**config.mk**
```make
export PLATFORM = sky130hd
export DESIGN_NAME = demux_1to2_reg
export DESIGN_NICKNAME = d
export VERILOG_FILES = /design/src/rtl/demux_1to2_reg.sv
export SDC_FILE = /design/constraint.sdc
export NUM_CORES = 1
export LEC_CHECK = 0
export ABC_AREA = 1
export ABC_CLOCK_PERIOD_IN_PS = 1340
export CAP_MARGIN = 30
export CORE_MARGIN = 2
export CORE_UTILIZATION = 45
export CTS_BUF_LIST = sky130_fd_sc_hd__clkbuf_16
export DETAILED_ROUTE_END_ITERATION = 6
export HOLD_SLACK_MARGIN = 0.08
export PLACE_DENSITY = 0.78
export SYNTH_ARGS = -nofsm -noshare
export SYNTH_HDL_FRONTEND = slang
export SYNTH_SLANG_ARGS = --single-unit
```
**constraint.sdc**
```tcl
create_clock -name clk -period 1.34 [get_ports clk]
set_input_delay 0.402 -clock clk [delete_from_list [all_inputs] [get_ports clk]]
set_output_delay 0.402 -clock clk [all_outputs]
set_load 0.01 [all_outputs]
```
**src/rtl/demux_1to2_reg.sv**
```systemverilog
// ----------------------------------------------------------------------------
// demux_1to2_reg
//   Registered 1-to-2 demultiplexer with a valid/ready handshake. It is the
//   inverse of the 2:1 word mux in the multiplier datapath. Each incoming word
//   is steered to one of two consumers, for example the product to the display
//   path or to the accumulator. Each output channel has a one-entry holding
//   register. Per-channel counters record how many words each channel has
//   accepted, for debug.
//
// Parameters
//   WORD_LENGTH  operand width in bits
//   WORD         data path width (product width, WORD_LENGTH*2)
//   CNT_WIDTH    width of the per-channel accepted-word counters
//
// Ports
//   clk          single clock; all state updates on posedge
//   reset        asynchronous, active-low reset
//   in_valid     upstream word valid
//   in_ready     block can accept the word this cycle (combinational)
//   in_sel       route select: 1 -> channel 0, 0 -> channel 1
//   in_data      upstream word
//   out0_valid   channel 0 holds a word
//   out0_ready   channel 0 consumer accepts
//   out0_data    channel 0 word
//   out1_valid   channel 1 holds a word
//   out1_ready   channel 1 consumer accepts
//   out1_data    channel 1 word
//   count0       words accepted into channel 0 since reset (wraps)
//   count1       words accepted into channel 1 since reset (wraps)
// ----------------------------------------------------------------------------
module demux_1to2_reg #(
    parameter int WORD_LENGTH = 4,
    parameter int WORD        = WORD_LENGTH * 2,
    parameter int CNT_WIDTH   = 8
) (
    input  logic                 clk,
    input  logic                 reset,
    input  logic                 in_valid,
    output logic                 in_ready,
    input  logic                 in_sel,
    input  logic [WORD-1:0]      in_data,
    output logic                 out0_valid,
    input  logic                 out0_ready,
    output logic [WORD-1:0]      out0_data,
    output logic                 out1_valid,
    input  logic                 out1_ready,
    output logic [WORD-1:0]      out1_data,
    output logic [CNT_WIDTH-1:0] count0,
    output logic [CNT_WIDTH-1:0] count1
);

    logic load0;
    logic load1;
    logic drain0;
    logic drain1;

    // A channel can take a word when it is empty or is being drained this
    // cycle. That allows one word per cycle per path. in_ready follows in_sel
    // even when in_valid is low.
    always_comb begin
        in_ready = 1'b0;
        if (in_sel) begin
            in_ready = !out0_valid || out0_ready;
        end else begin
            in_ready = !out1_valid || out1_ready;
        end
    end

    assign load0  = in_valid && in_ready && in_sel;
    assign load1  = in_valid && in_ready && !in_sel;
    assign drain0 = out0_valid && out0_ready;
    assign drain1 = out1_valid && out1_ready;

    // Channel 0 holding register and its valid bit (EMPTY/FULL).
    // A load takes priority over a drain, so a simultaneous load and drain
    // replaces the word and keeps valid set.
    always_ff @(posedge clk or negedge reset) begin
        if (!reset) begin
            out0_valid <= 1'b0;
            out0_data  <= '0;
            count0     <= '0;
        end else if (load0) begin
            out0_valid <= 1'b1;
            out0_data  <= in_data;
            count0     <= count0 + CNT_WIDTH'(1);
        end else if (drain0) begin
            out0_valid <= 1'b0;
        end
    end

    // Channel 1 holding register and its valid bit (EMPTY/FULL).
    always_ff @(posedge clk or negedge reset) begin
        if (!reset) begin
            out1_valid <= 1'b0;
            out1_data  <= '0;
            count1     <= '0;
        end else if (load1) begin
            out1_valid <= 1'b1;
            out1_data  <= in_data;
            count1     <= count1 + CNT_WIDTH'(1);
        end else if (drain1) begin
            out1_valid <= 1'b0;
        end
    end

endmodule

```
==> Implementation_results.wiki <==
{| class="wikitable"
! Metric !! Value
|-
| Startpoint class of the critical path || flip-flop
|-
| H-Tree Depth || 2
|-
| Number of buffers and inverters on the critical path || 1
|-
| Worst Hold Launch || out1_data[7]$_DFFE_PN0P_
|-
| Overall die width || 62.6 µm
|-
| Cell type with the largest total area after synthesis || sky130_fd_sc_hd__dfrtp_1
|-
| Final hold vios || 0
|-
| WHS Path Cells || 2
|-
| Total number of clock tree sinks || 34
|-
| Endpoints failing setup || 1
|-
| Num ports || 49
|-
| Number of nets in the layout || 283
|-
| Worst path max stage delay || 0.39 ns
|-
| Number of distinct library cell variants in the gate-level netlist after synthesis || 21
|-
| Critical-path cell list || nand2_2 > nand2_2 > nand2_1 > buf_2
|-
| VDD IR max || 1230 µV
|-
| Final WS setup || -0.0158 ns
|-
| Worst-case clock skew || 0.00371 ns
|-
| Antenna cells || 0
|-
| Max-slew violations || 0
|-
| Routed via count || 1504
|-
| Critical path's top delay family || flip-flops
|-
| Violated checks || negative setup slack
|-
| CTS tree || yes
|-
| Power per Cell Area || 1580 nW/µm²
|-
| Start point of the critical path || out1_valid$_DFFE_PN0P_
|-
| Routed wire length per instance || 13.1 µm
|-
| Synth Register Bits || 34
|-
| Post-synth top flop || sky130_fd_sc_hd__dfrtp_1
|-
| Sequential cell area in the final layout || 851 µm²
|-
| Final global-route overflow total || 0
|-
| Leakage dissipation || 1.28 nW
|-
| Syn Area/Cell || 8.31 µm²
|-
| Clock slew seen by the registers of the worst setup and hold paths || 0.05 ns
|-
| Most used standard cell by instance count after synthesis || sky130_fd_sc_hd__nand2_1
|-
| Type of destination of the critical path || output port
|-
| Total number of cells along the worst setup path || 4
|-
| Detailed-route wire length || 4110 µm
|-
| Area growth from synthesis to layout || 64.1%
|-
| Pin count of the biggest net entering global routing || 35
|-
| Starting DRC count in detailed routing || 67
|-
| Asr flop ratio synth || 1.00
|-
| DP HPWL || 2410 µm
|-
| Root buf cell || sky130_fd_sc_hd__clkbuf_16
|-
| Number of routed nets with antenna violations || 0
|-
| Worst Max-Slew Pin Slew || 0.244 ns
|-
| Cell area reported after detailed placement || 2260 µm²
|-
| Min Tclk post-route || 1.36 ns
|-
| Longest Clk Path Bufs || 2
|-
| GR Util All Layers || 0.209
|-
| Final Wtd Congestion || 0.843
|-
| Vias per Instance || 4.81
|-
| Sum of internal, switching and leakage power || 4.01 mW
|-
| Antenna violations before repair || 0
|-
| Internal reg-to-reg setup slack || 0.05 ns
|-
| Worst min-delay path endpoint || out1_data[7]$_DFFE_PN0P_
|-
| R2R Path Start || out1_valid$_DFFE_PN0P_
|-
| First-pass iteration count of the detailed router || 4
|-
| Place WS || -0.709 ns
|-
| Die H || 62.6 µm
|-
| Arr. time, crit path || 0.95 ns
|-
| Leading cell types by total area after synthesis || sky130_fd_sc_hd__dfrtp_1, sky130_fd_sc_hd__nand2_1, sky130_fd_sc_hd__inv_1
|-
| Area of combinational cells with multiple inputs || 633 µm²
|-
| Slowest cell on crit path || sky130_fd_sc_hd__dfrtp_1
|-
| Die Area || 3920 µm²
|-
| Unrepaired setup endpoints after global routing || true
|-
| Placeable Area || 3310 µm²
|-
| Depth of the worst register-to-register path || 7
|-
| Critical path start-end classification || reg2out
|-
| Synthesized netlist cell count || 186
|-
| Top cell types by occurrence after synthesis || sky130_fd_sc_hd__nand2_1, sky130_fd_sc_hd__dfrtp_1, sky130_fd_sc_hd__inv_1, sky130_fd_sc_hd__nor2_1
|-
| Yosys warning total || 0
|-
| Vias in the first global route || 1506
|-
| Utilization of the core after routing || 0.766
|-
| Count of input and output buffers || 48
|-
| Critical register-to-register path endpoint || count1[5]$_DFFE_PN0P_
|-
| Most frequent cell on the critical path || sky130_fd_sc_hd__nand2_2
|-
| Number of hold buffers added after CTS || 0
|-
| Crit-path max FO || 2
|-
| Number of maximum-capacitance constraint violations || 0
|-
| Fillers || 251
|-
| Relative slew slack || 0.837
|-
| Synth top area share || 0.551
|-
| Standard-cell rows || 21
|-
| Data required time of the worst path || 0.94 ns
|-
| Part of the Yosys area used for sequential elements || 0.551
|-
| Period utilisation layout || 1.01
|-
| Kind of path behind the tightest hold check || reg2reg
|-
| Area of all placed cells without fillers || 2540 µm²
|-
| Clock insertion delay at the later pin of the skew report || 0.28 ns
|-
| Effective utilization at floorplan || 0.467
|-
| Number of enable flip-flop cells after synthesis || 0
|-
| Fraction of layout instances using a drive strength above 1 || 0.213
|-
| Global-route wire length before repair || 6390 µm
|-
| Maximum clock frequency || 738 MHz
|-
| Net count after synthesis || 202
|-
| Result of the run || complete, but fails checks
|-
| Total CTS buffers || 5
|-
| Total standard cell area after synthesis || 1550 µm²
|-
| Final routed DRC violation total || 0
|-
| Final TNS setup || -0.0158 ns
|}
==> power breakdown <==
part	total (mW)	switching (mW)	internal, mW
logic	1.56	0.772	0.790
registers	1.41	0.139	1.27
clock network	1.04	0.383	0.662
total	4.01	1.29	2.72
==> metal layers <==
metal / GRT usage / vias up / routed length [µm]
met1: 0.240 / 712 / 1750
met4: 0.0722 / 0 / 66
met5: 0 / - / 0
met2: 0.368 / 49 / 2090
li1: - / 735 / -
met3: 0.0649 / 8 / 199
==> sequential cells by signal (all words and copies together) (netlist names) <==
name	flops
count0	8
count1	8
out0_data	8
out1_data	8
out0_valid	1
out1_valid	1
==> logic make-up after synthesis <==
kind of cell	after synthesis	share of synthesized area
buffers and inverters	29	0.0785
adder cells (fa/ha/maj)	2	0.0162
XOR/XNOR	5	0.0283
AO/OA/AOI/OAI	20	0.0648
flip-flops	34	0.551
AND/OR/NAND/NOR	96	0.262
==> through the flow <==
stage               hold WS, ns  instances
finish                    0.486        313
global route              0.511        313
CTS                       0.486        309
detailed placement        0.478        299
global placement          0.465        299
floorplan                 0.106        186
==> layout by cell type (no fill, tap or decap), types with 2 or more instances in the layout <==
cell                              instances
sky130_fd_sc_hd__nand2_1                 64
sky130_fd_sc_hd__dfrtp_1                 34
sky130_fd_sc_hd__clkdlybuf4s15_1         33
sky130_fd_sc_hd__buf_4                   25
sky130_fd_sc_hd__inv_1                   22
sky130_fd_sc_hd__nor2_1                  12
sky130_fd_sc_hd__o21ai_0                 10
sky130_fd_sc_hd__o21ai_1                  9
sky130_fd_sc_hd__clkdlybuf4s50_1          9
sky130_fd_sc_hd__clkbuf_16                7
sky130_fd_sc_hd__nand3_1                  5
sky130_fd_sc_hd__nand2_2                  3
sky130_fd_sc_hd__inv_2                    3
sky130_fd_sc_hd__xnor2_1                  3
sky130_fd_sc_hd__nor3_2                   3
sky130_fd_sc_hd__buf_6                    3
sky130_fd_sc_hd__nand3_4                  2
sky130_fd_sc_hd__nor2_2                   2
sky130_fd_sc_hd__xor2_1                   2
sky130_fd_sc_hd__dlygate4sd2_1            2
sky130_fd_sc_hd__buf_12                   2
==> final cells by class <==
type                    instances  area share
repair buffers                 79       0.304
clock inverters                 2     0.00296
inverters                      24      0.0355
multi-input cells             123       0.250
flip-flops and latches         34       0.335
well taps                      46      0.0227
clock buffers                   5      0.0493
==> tightest hold or removal path, delay by kind of cell, from the launching register on <==
kind | cells | cell delay (ns)
and+or+nand+nor | 1 | 0.05
AOI/OAI and AO/OA | 1 | 0.06
DFF | 1 | 0.33
==> what timing repair did <==
| item | 4_1_cts | 5_1_grt |
|---|---|---|
| cloned | 0 | 3 |
| pin swaps | 4 | 6 |
| resized for setup | 57 | 40 |
| setup buffers | 3 | 1 |
| setup endpoints to repair | 52 | 40 |
==> how the worst max path moves through the flow <==
stage,endpoint,slack [ns]
after floorplan,count0[6]$_DFFE_PN0P_,0.15
after global placement,in_ready,-0.68
after detailed placement,in_ready,-0.71
after CTS,in_ready,-0.02
after global routing,in_ready,-0.07
final,in_ready,-0.02
Power figures use the tool's default switching activity.
